File: config.mk
export PLATFORM = sky130hd
export DESIGN_NAME = fifo_rd_packer
export DESIGN_NICKNAME = d
export VERILOG_FILES = /design/src/rtl/fifo_rd_packer.sv
export SDC_FILE = /design/constraint.sdc
export NUM_CORES = 1
export LEC_CHECK = 0
export ABC_AREA = 0
export CAP_MARGIN = 5
export CORE_ASPECT_RATIO = 1.2
export CORE_UTILIZATION = 25
export DETAILED_ROUTE_END_ITERATION = 6
export RECOVER_POWER = 100
export SLEW_MARGIN = 20
export SYNTH_ARGS = -nofsm -noshare
export SYNTH_HDL_FRONTEND = slang
export SYNTH_SLANG_ARGS = --single-unit
File: constraint.sdc
create_clock -name clk_b -period 2.7 [get_ports clk_b]
set_input_delay 0.81 -clock clk_b [delete_from_list [all_inputs] [get_ports clk_b]]
set_output_delay 0.81 -clock clk_b [all_outputs]
set_load 0.1 [all_outputs]
File: src/rtl/fifo_rd_packer.sv
// fifo_rd_packer: pops FIFO words and packs PACK of them into one valid/ready beat.
// Define FIFO_RD_PACKER_FLUSH_EN to add the flush input and out_lanes output.

module fifo_rd_packer #(
    parameter int FIFO_WIDTH = 16,
    parameter int PACK       = 2,
    parameter int CNT_WIDTH  = 16
) (
    input  logic                       clk_b,
    input  logic                       rst,
    input  logic [FIFO_WIDTH-1:0]      fifo_dout,
    input  logic                       fifo_empty,
    output logic                       fifo_ren,
    output logic [FIFO_WIDTH*PACK-1:0] out_data,
    output logic                       out_valid,
    input  logic                       out_ready,
`ifdef FIFO_RD_PACKER_FLUSH_EN
    input  logic                       flush,
    output logic [$clog2(PACK):0]      out_lanes,
`endif
    output logic [CNT_WIDTH-1:0]       beat_cnt
);

    localparam int LW = $clog2(PACK) + 1;
    localparam int IW = $clog2(PACK);
    localparam logic [LW-1:0] PACK_L = LW'(PACK);

    typedef enum logic {S_FILL, S_HOLD} state_t;
    typedef logic [PACK-1:0][FIFO_WIDTH-1:0] lanes_t;

    state_t                 state_q, state_d;
    logic [LW-1:0]          lane_cnt_q, lane_cnt_d;
    logic                   inflight_q;
    lanes_t                 asm_q, asm_d;
    lanes_t                 data_q, data_d;
    logic                   valid_q, valid_d;
    logic [CNT_WIDTH-1:0]   cnt_q, cnt_d;

    logic [LW-1:0]          occ;
    logic                   stop;
    logic                   go_hold;
    logic                   accept;
    logic                   transfer;

`ifdef FIFO_RD_PACKER_FLUSH_EN
    logic                   pend_q, pend_d;
    logic [LW-1:0]          lanes_q, lanes_d;
    logic                   flush_acc;
`endif

    // Read issue is gated by rst so no pop happens while the block is held in reset.
    always_comb begin
        occ = lane_cnt_q + LW'(inflight_q);
`ifdef FIFO_RD_PACKER_FLUSH_EN
        flush_acc = flush && (state_q == S_FILL)
                    && ((lane_cnt_q != '0) || inflight_q);
        stop      = pend_q || flush_acc;
`else
        stop      = 1'b0;
`endif
        fifo_ren = rst && !fifo_empty && (occ < PACK_L)
                   && (state_q == S_FILL) && !stop;
    end

    always_comb begin
        state_d    = state_q;
        lane_cnt_d = lane_cnt_q;
        asm_d      = asm_q;
        data_d     = data_q;
        valid_d    = valid_q;
        cnt_d      = cnt_q;
        accept     = valid_q && out_ready;
        transfer   = (state_q == S_HOLD) && (!valid_q || out_ready);
        if (inflight_q) begin
            asm_d[lane_cnt_q[IW-1:0]] = fifo_dout;
            lane_cnt_d = lane_cnt_q + LW'(1);
        end
        go_hold = (lane_cnt_d == PACK_L);
`ifdef FIFO_RD_PACKER_FLUSH_EN
        lanes_d = lanes_q;
        pend_d  = pend_q || flush_acc;
        go_hold = go_hold || (stop && !inflight_q && (lane_cnt_q != '0));
`endif
        if (accept) begin
            cnt_d   = cnt_q + CNT_WIDTH'(1);
            valid_d = 1'b0;
        end
        // Clearing the assembler leaves unused lanes of a flushed beat at zero.
        if (transfer) begin
            data_d     = asm_q;
            valid_d    = 1'b1;
            lane_cnt_d = '0;
            asm_d      = '0;
            state_d    = S_FILL;
`ifdef FIFO_RD_PACKER_FLUSH_EN
            lanes_d    = lane_cnt_q;
`endif
        end else if ((state_q == S_FILL) && go_hold) begin
            state_d = S_HOLD;
`ifdef FIFO_RD_PACKER_FLUSH_EN
            pend_d  = 1'b0;
`endif
        end
    end

    always_ff @(posedge clk_b or negedge rst) begin
        if (!rst) begin
            state_q    <= S_FILL;
            lane_cnt_q <= '0;
            inflight_q <= 1'b0;
            asm_q      <= '0;
            data_q     <= '0;
            valid_q    <= 1'b0;
            cnt_q      <= '0;
`ifdef FIFO_RD_PACKER_FLUSH_EN
            pend_q     <= 1'b0;
            lanes_q    <= '0;
`endif
        end else begin
            state_q    <= state_d;
            lane_cnt_q <= lane_cnt_d;
            inflight_q <= fifo_ren;
            asm_q      <= asm_d;
            data_q     <= data_d;
            valid_q    <= valid_d;
            cnt_q      <= cnt_d;
`ifdef FIFO_RD_PACKER_FLUSH_EN
            pend_q     <= pend_d;
            lanes_q    <= lanes_d;
`endif
        end
    end

    assign out_data  = data_q;
    assign out_valid = valid_q;
    assign beat_cnt  = cnt_q;
`ifdef FIFO_RD_PACKER_FLUSH_EN
    assign out_lanes = lanes_q;
`endif

endmodule

# Word level (Yosys, flattened, before mapping)
# Index checks and enable logic that the tools add are counted.
dict set report classes {
  bitwise_logic 1
  reduce_logical 13
  muxes 11
  add_sub_neg 3
  order_cmp 3
  eq_ne 1
}
# operator count
set op_table {}
lappend op_table {{32-bit two-way mux} 2}
lappend op_table {{32-bit bitwise mux} 1}
lappend op_table {{16-bit by 1-bit adder with 16-bit output, second input constant} 1}
lappend op_table {{16-bit demux with 1-bit select} 1}
lappend op_table {{16-bit two-way mux} 1}
lappend op_table {{1-bit logical AND} 7}
lappend op_table {{2-bit nonzero test} 3}
lappend op_table {{1-bit two-way mux} 4}
lappend op_table {{2-bit two-way mux} 2}
lappend op_table {{2-bit by 1-bit adder with 2-bit output} 1}
lappend op_table {{2-bit by 1-bit adder with 2-bit output, second input constant} 1}
lappend op_table {{2-bit equality test, second input constant} 1}
lappend op_table {{1-bit logical NOT} 2}
lappend op_table {{1-bit by 2-bit < comparator with 1-bit output, second input constant} 1}
lappend op_table {{2-bit < comparator, second input constant} 1}
lappend op_table {{1-bit >= comparator, second input constant} 1}
lappend op_table {{1-bit logical OR} 1}
lappend op_table {{1-bit NOT} 1}
dict set report totals {
  in_bits 20
  register_bits 85
}

# Logic depth before layout (Yosys ltp)
# Gate-level depths: netlist (run 1).
dict set report depth {
  depth_word 7
  ltp_mapped 6
  ltp_nobuf 5
}

# Worst setup path after synthesis (run 1)
# No wires, ideal clock.
dict set report synth_path {
  path_type {input to output}
  start {in fifo_empty}
  end {out fifo_ren}
  path_stages 1
  path_buffers 0
  arrival_ps 3957
  t_required_ps 1890
  path_slack_ps -2067
  path_cell_list {nor4b_1}
}
dict set report synth_between {
  elab_chain_len 4
}
# item line_no
set synth_rtl {}
lappend synth_rtl {{start: declaration} 12} ;# input logic fifo_empty,
lappend synth_rtl {{1-bit logical NOT} 61} ;# fifo_ren = rst && !fifo_empty && (occ < PACK_L)
lappend synth_rtl {{1-bit logical AND (2 in a row)} 61}
lappend synth_rtl {{1-bit logical AND} 62} ;# && (state_q == S_FILL) && !stop;
lappend synth_rtl {{end: declaration} 13} ;# output logic fifo_ren,
# Every way passes these cells.

# Worst setup path after layout (run 1)
# Same ends and word-level chain as after synthesis.

==> results of run 1 <==
==> flip-flops by register name (all words and copies together), names as in the netlist <==
register    flops
asm_q          32
out_valid       1
inflight_q      1
state_q         1
beat_cnt       16
lane_cnt_q      2
out_data       32
==> routing by layer <==
metal,up-vias,global-route usage (%),part of all wire [%]
met5,-,0,0
met4,0,5.25,0.97
met3,8,3.00,4.1
met2,56,18.7,47
met1,1245,15.5,48
li1,1244,-,-
==> kinds of logic (layout without fill, tap and decap cells) <==
group / after synthesis / after routing / synth area share [%]
simple gates: 196 / 196 / 24.2
flops: 85 / 85 / 62.6
compound gates: 33 / 33 / 4.94
xor+xnor: 17 / 17 / 4.38
buf+inv: 17 / 89 / 2.76
fa+ha+maj: 2 / 2 / 0.737
mux: 1 / 1 / 0.331
==> per-stage QoR <==
stage	setup slack (ns)	utilization, %	hold slack [ns]
after floorplan	-0.0137	-	0.438
after global placement	0.0814	31.3	0.452
after detailed placement	0.0868	31.3	0.455
after CTS	0.0795	33.4	0.471
after global routing	0.0341	32.0	0.497
final	0.0907	32.0	0.467
==> tightest hold or removal path, cell delays in order, from the launching register on <==
cell and delay, ns:
dfrtp_1 0.34, nand2_1 0.05, nand2_1 0.05
==> path summary, 6_finish.rpt <==
check	start	to	slack [ns]
min	asm_q[20]	out_data[20]	0.47
max reg2reg	out_valid	out_data[23]	0.89
max	fifo_empty	fifo_ren	0.09
min reg2reg	asm_q[20]	out_data[20]	0.47
min in group asynchronous	rst	beat_cnt[7]	1.10
max in group asynchronous	rst	out_data[25]	0.48
==> Yosys cell counts <==
| cell | count | area, um2 |
|---|---|---|
| nand2_1 | 165 | 619 |
| dfrtp_1 | 85 | 2130 |
| a21oi_1 | 32 | 160 |
| xnor2_1 | 14 | 123 |
| buf_2 | 10 | 50.1 |
| nand3_1 | 10 | 50.1 |
| buf_4 | 4 | 30.0 |
| nor2_1 | 4 | 15.0 |
| and2_1 | 3 | 18.8 |
| nand2b_1 | 3 | 18.8 |
| xor2_1 | 3 | 26.3 |
| and3_1 | 2 | 12.5 |
| clkbuf_2 | 2 | 10.0 |
| ha_1 | 2 | 25.0 |
| nand4_1 | 2 | 12.5 |
| and4_2 | 1 | 10.0 |
| clkbuf_1 | 1 | 3.75 |
| mux2_2 | 1 | 11.3 |
| nand2_4 | 1 | 11.3 |
| nand4_2 | 1 | 12.5 |
| nor2_2 | 1 | 6.26 |
| nor2b_1 | 1 | 6.26 |
| nor4_4 | 1 | 21.3 |
| nor4b_1 | 1 | 8.76 |
| o21a_1 | 1 | 7.51 |
==> layout make-up <==
class                           count  area (um2)
Fill cell                        1441        9000
Sequential cell                    85        2130
Multi-Input combinational cell    249        1170
Timing Repair Buffer               73         457
Clock buffer                       10         229
Tap cell                          168         210
Clock inverter                      6        47.5
==> metrics.md, run 1 <==
| Metric | Value |
|---|---|
| Status | `finished with violations` |
| Failing checks | `max-capacitance violations, max-slew violations` |
| Placed Cells | `575` |
| Period minus WS final | `2.61 ns` |
| Share of cells above drive strength 1 | `14.2%` |
| Global placement routability congestion | `0.773` |
| Antenna violations before repair | `0` |
| Setup Skew | `0.00943 ns` |
| Gr usage total | `11.9%` |
| Clk root buf | `clkbuf_16` |
| Commonest non-fill, non-tap cell in the layout | `nand2_1` |
| CTS Buf Count | `9` |
| Cells after Synth | `351` |
| WS Path Type | `in -> out` |
| Nets | `440` |
| Crit path max fanout | `2` |
| Syn nets | `373` |
| I/O pin count | `70` |
| Endpoints failing setup | `0` |
| Clk buf depth | `2` |
| Full die area | `0.0141 mm2` |
| Syn avg cell area | `9.68 um2` |
| Die Wd | `108 um` |
| Total iterations of the first detailed-routing run | `4` |
| Worst path cell trace | `clkdlybuf4s50_1 -> nor4b_4 -> buf_12` |
| WP data required | `1.89 ns` |
| Dpl hpwl | `5500 um` |
| Final instance area | `0.00424 mm2` |
| CP Capture Type | `output port` |
| Final Hold Vio Count | `0` |
| TritonCTS clock tree | `done` |
| Critical path depth in cells | `3` |
| Placed Area | `0.00415 mm2` |
| Drt total wl | `7860 um` |
| Total negative slack | `0 ns` |
| RSZ-0062 raised after global routing | `no` |
| Post-DRT Antenna Nets | `0` |
| Post-CTS Setup Repair Bufs | `0` |
| # rows | `46` |
| Most frequent cells in the layout | `166 x nand2_1, 85 x dfrtp_1, 35 x clkbuf_2` |
| Hold depth | `2` |
| Vias | `2553` |
| Number of max-cap violations | `1` |
| Area growth, synth to finish | `24.8%` |
| Worst Hold Class | `reg -> reg` |
| Overflow after GRT | `0` |
| Post-CTS sizing | `0` |
| Non-Filler Instances | `591` |
| Relative slew slack | `-23.8%` |
| Startpoint class of the critical path | `primary input` |
| Flops & latches, synth | `85` |
| FMAX | `383 MHz` |
| Unique masters post-synth | `25` |
| 1st-iter DRT viols | `131` |
| Clk_lat worst skew | `0.33 ns` |
| Vias in the first global route | `2592` |
| Core ar. | `0.0132 mm2` |
| Chip Height | `130 um` |
| CP bufs+invs | `2` |
| R2R depth | `5` |
| CP max stage delay | `0.44 ns` |
| PortBufs | `69` |
| Largest net degree at the start of global routing | `86` |
| Initial Util | `25.7%` |
| Vias/cell | `4.32` |
| First-pass GRT wire length | `12800 um` |
| Htree depth | `3` |
| Slew Limit Fails | `86` |
| WL per Instance | `13.3 um` |
| # clock sinks | `85` |
| Diode count | `0` |
| DRC | `0` |
| Synth Cell Area | `0.00340 mm2` |
| CTS Hold Bufs | `0` |
| Clock Pin Slew Worst Setup and Hold Paths | `0.06 ns` |
| CP Data Arrival Time | `1.80 ns` |
| Delay-heaviest family, CP | `buffers and inverters` |
| Ys Warns | `0` |
| Seq/Total Area, Yosys | `62.6%` |
| Period utilization | `96.6%` |
| Slew @ Worst Pin | `1.86 ns` |
| Crit-path slowest cell | `clkdlybuf4s50_1` |
Power of run 1 is not shown: default switching activity piles up to over one toggle a cycle in this logic, so the estimate is an artifact.
==> inputs of run 2 (changes only) <==
DONT_BUFFER_PORTS = 1   (was not set)
==> metrics.md, run 2 (synthesized netlist as in run 1, its figures left out) <==
| Metric | Value |
|---|---|
| Area growth, synth to finish | `20.2%` |
| I/O pin count | `70` |
| Vias in the first global route | `2485` |
| Vias | `2486` |
| First-pass GRT wire length | `13000 um` |
| Final Hold Vio Count | `0` |
| WP data required | `1.89 ns` |
| Relative slew slack | `-5.56%` |
| TritonCTS clock tree | `done` |
| Period minus WS final | `2.50 ns` |
| Slew Limit Fails | `35` |
| CTS Buf Count | `9` |
| Crit path max fanout | `5` |
| Die Wd | `108 um` |
| CP bufs+invs | `1` |
| Slew @ Worst Pin | `1.58 ns` |
| Total iterations of the first detailed-routing run | `4` |
| Chip Height | `130 um` |
| Share of cells above drive strength 1 | `15.9%` |
| Critical path depth in cells | `4` |
| Drt total wl | `8130 um` |
| Number of fill cells | `1442` |
| Core ar. | `0.0132 mm2` |
| Global placement routability congestion | `0.767` |
| Largest net degree at the start of global routing | `87` |
| Clock Pin Slew Worst Setup and Hold Paths | `0.06 ns` |
| PortBufs | `0` |
| Htree depth | `3` |
| Worst Hold Class | `in -> async` |
| Antenna violations before repair | `0` |
| Failing checks | `max-capacitance violations, max-slew violations` |
| Worst path cell trace | `ha_1 -> xor2_1 -> nor4b_4 -> buf_4` |
| Initial Util | `25.7%` |
| Most frequent cells in the layout | `165 x nand2_1, 85 x dfrtp_1, 38 x clkbuf_2` |
| # rows | `46` |
| # clock sinks | `85` |
| Final instance area | `0.00408 mm2` |
| R2R depth | `6` |
| Number of max-cap violations | `1` |
| Endpoints failing setup | `0` |
| FMAX | `400 MHz` |
| WL per Instance | `14.3 um` |
| Crit-path slowest cell | `dfrtp_1` |
| Gr usage total | `12.4%` |
| Diode count | `0` |
| Commonest non-fill, non-tap cell in the layout | `nand2_1` |
| Nets | `420` |
| 1st-iter DRT viols | `175` |
| Clk_lat worst skew | `0.34 ns` |
| Dpl hpwl | `5640 um` |
| Full die area | `0.0141 mm2` |
| CP Capture Type | `output port` |
| RSZ-0062 raised after global routing | `no` |
| Non-Filler Instances | `570` |
| DRC | `0` |
| Post-DRT Antenna Nets | `0` |
| CP Data Arrival Time | `1.69 ns` |
| Clk root buf | `clkbuf_16` |
| Period utilization | `92.6%` |
| Placed Area | `0.00394 mm2` |
| Overflow after GRT | `0` |
| Delay-heaviest family, CP | `flip-flops` |
| CTS Hold Bufs | `0` |
| Hold WS | `0.167 ns` |
| CP max stage delay | `0.42 ns` |
| Post-CTS sizing | `0` |
| Placed Cells | `555` |
| Vias/cell | `4.36` |
| Setup Skew | `0.00483 ns` |
| Post-CTS Setup Repair Bufs | `0` |
| Startpoint class of the critical path | `register` |
| Clk buf depth | `2` |
| Status | `finished with violations` |
| WS Path Type | `reg -> out` |
==> run 2: changes by cell type in the layout (fill, tap and decap cells not counted), moves of 2 or more <==
cell / change
clkbuf_1: -2
buf_1: -3
buf_4: +3
buf_2: -2
clkdlybuf4s50_1: -17
clkbuf_2: +3
==> run 2: metal layers <==
| layer | up-vias | wire (um) | track usage, % | share of wire, % |
|---|---|---|---|---|
| li1 | 1207 | - | - | - |
| met1 | 1204 | 3550 | 15.0 | 44 |
| met2 | 65 | 3680 | 18.8 | 45 |
| met3 | 10 | 756 | 5.59 | 9.3 |
| met4 | 0 | 138 | 5.72 | 1.7 |
| met5 | - | 0 | 0 | 0 |
==> run 2: path summary, 6_finish.rpt <==
kind                               start  slack, ns           end
min reg2reg                    asm_q[31]       0.47  out_data[31]
min                                  rst       0.17   beat_cnt[6]
min in group clk_b             asm_q[31]       0.47  out_data[31]
max                        lane_cnt_q[0]       0.20      fifo_ren
max reg2reg                  beat_cnt[1]       0.21  beat_cnt[12]
max in group asynchronous            rst       2.41     asm_q[23]
==> run 2: final cells by class <==
cell class	instances	area (um2)	area share [%]
clock inverters	5	61.3	1.50
clock buffers	10	229	5.61
flip-flops and latches	85	2130	52.1
multi-input cells	249	1190	29.1
repair buffers	53	265	6.50
well taps	168	210	5.15
==> run 2: stage by stage <==
| step | utilization [%] | worst slack, ns | setup TNS [ns] |
|---|---|---|---|
| 2_1_floorplan | - | -0.0137 | -0.0137 |
| 3_3_place_gp | 29.8 | 0.530 | 0 |
| 3_5_place_dp | 29.8 | 0.524 | 0 |
| 4_1_cts | 32.0 | 0.189 | 0 |
| 5_1_grt | 30.8 | 0.0864 | 0 |
| 6_report | 30.8 | 0.199 | 0 |
==> run 2: worst register-to-register path: cells and delay by family, from the launching register on <==
family                   cells  cell delay [ns]
buffers and inverters        1             0.94
AND/OR/NAND/NOR              3             0.61
adder cells (fa/ha/maj)      1             0.34
flip-flops                   1             0.33
XOR/XNOR                     1             0.15
Power of run 2 is left out for the same reason.
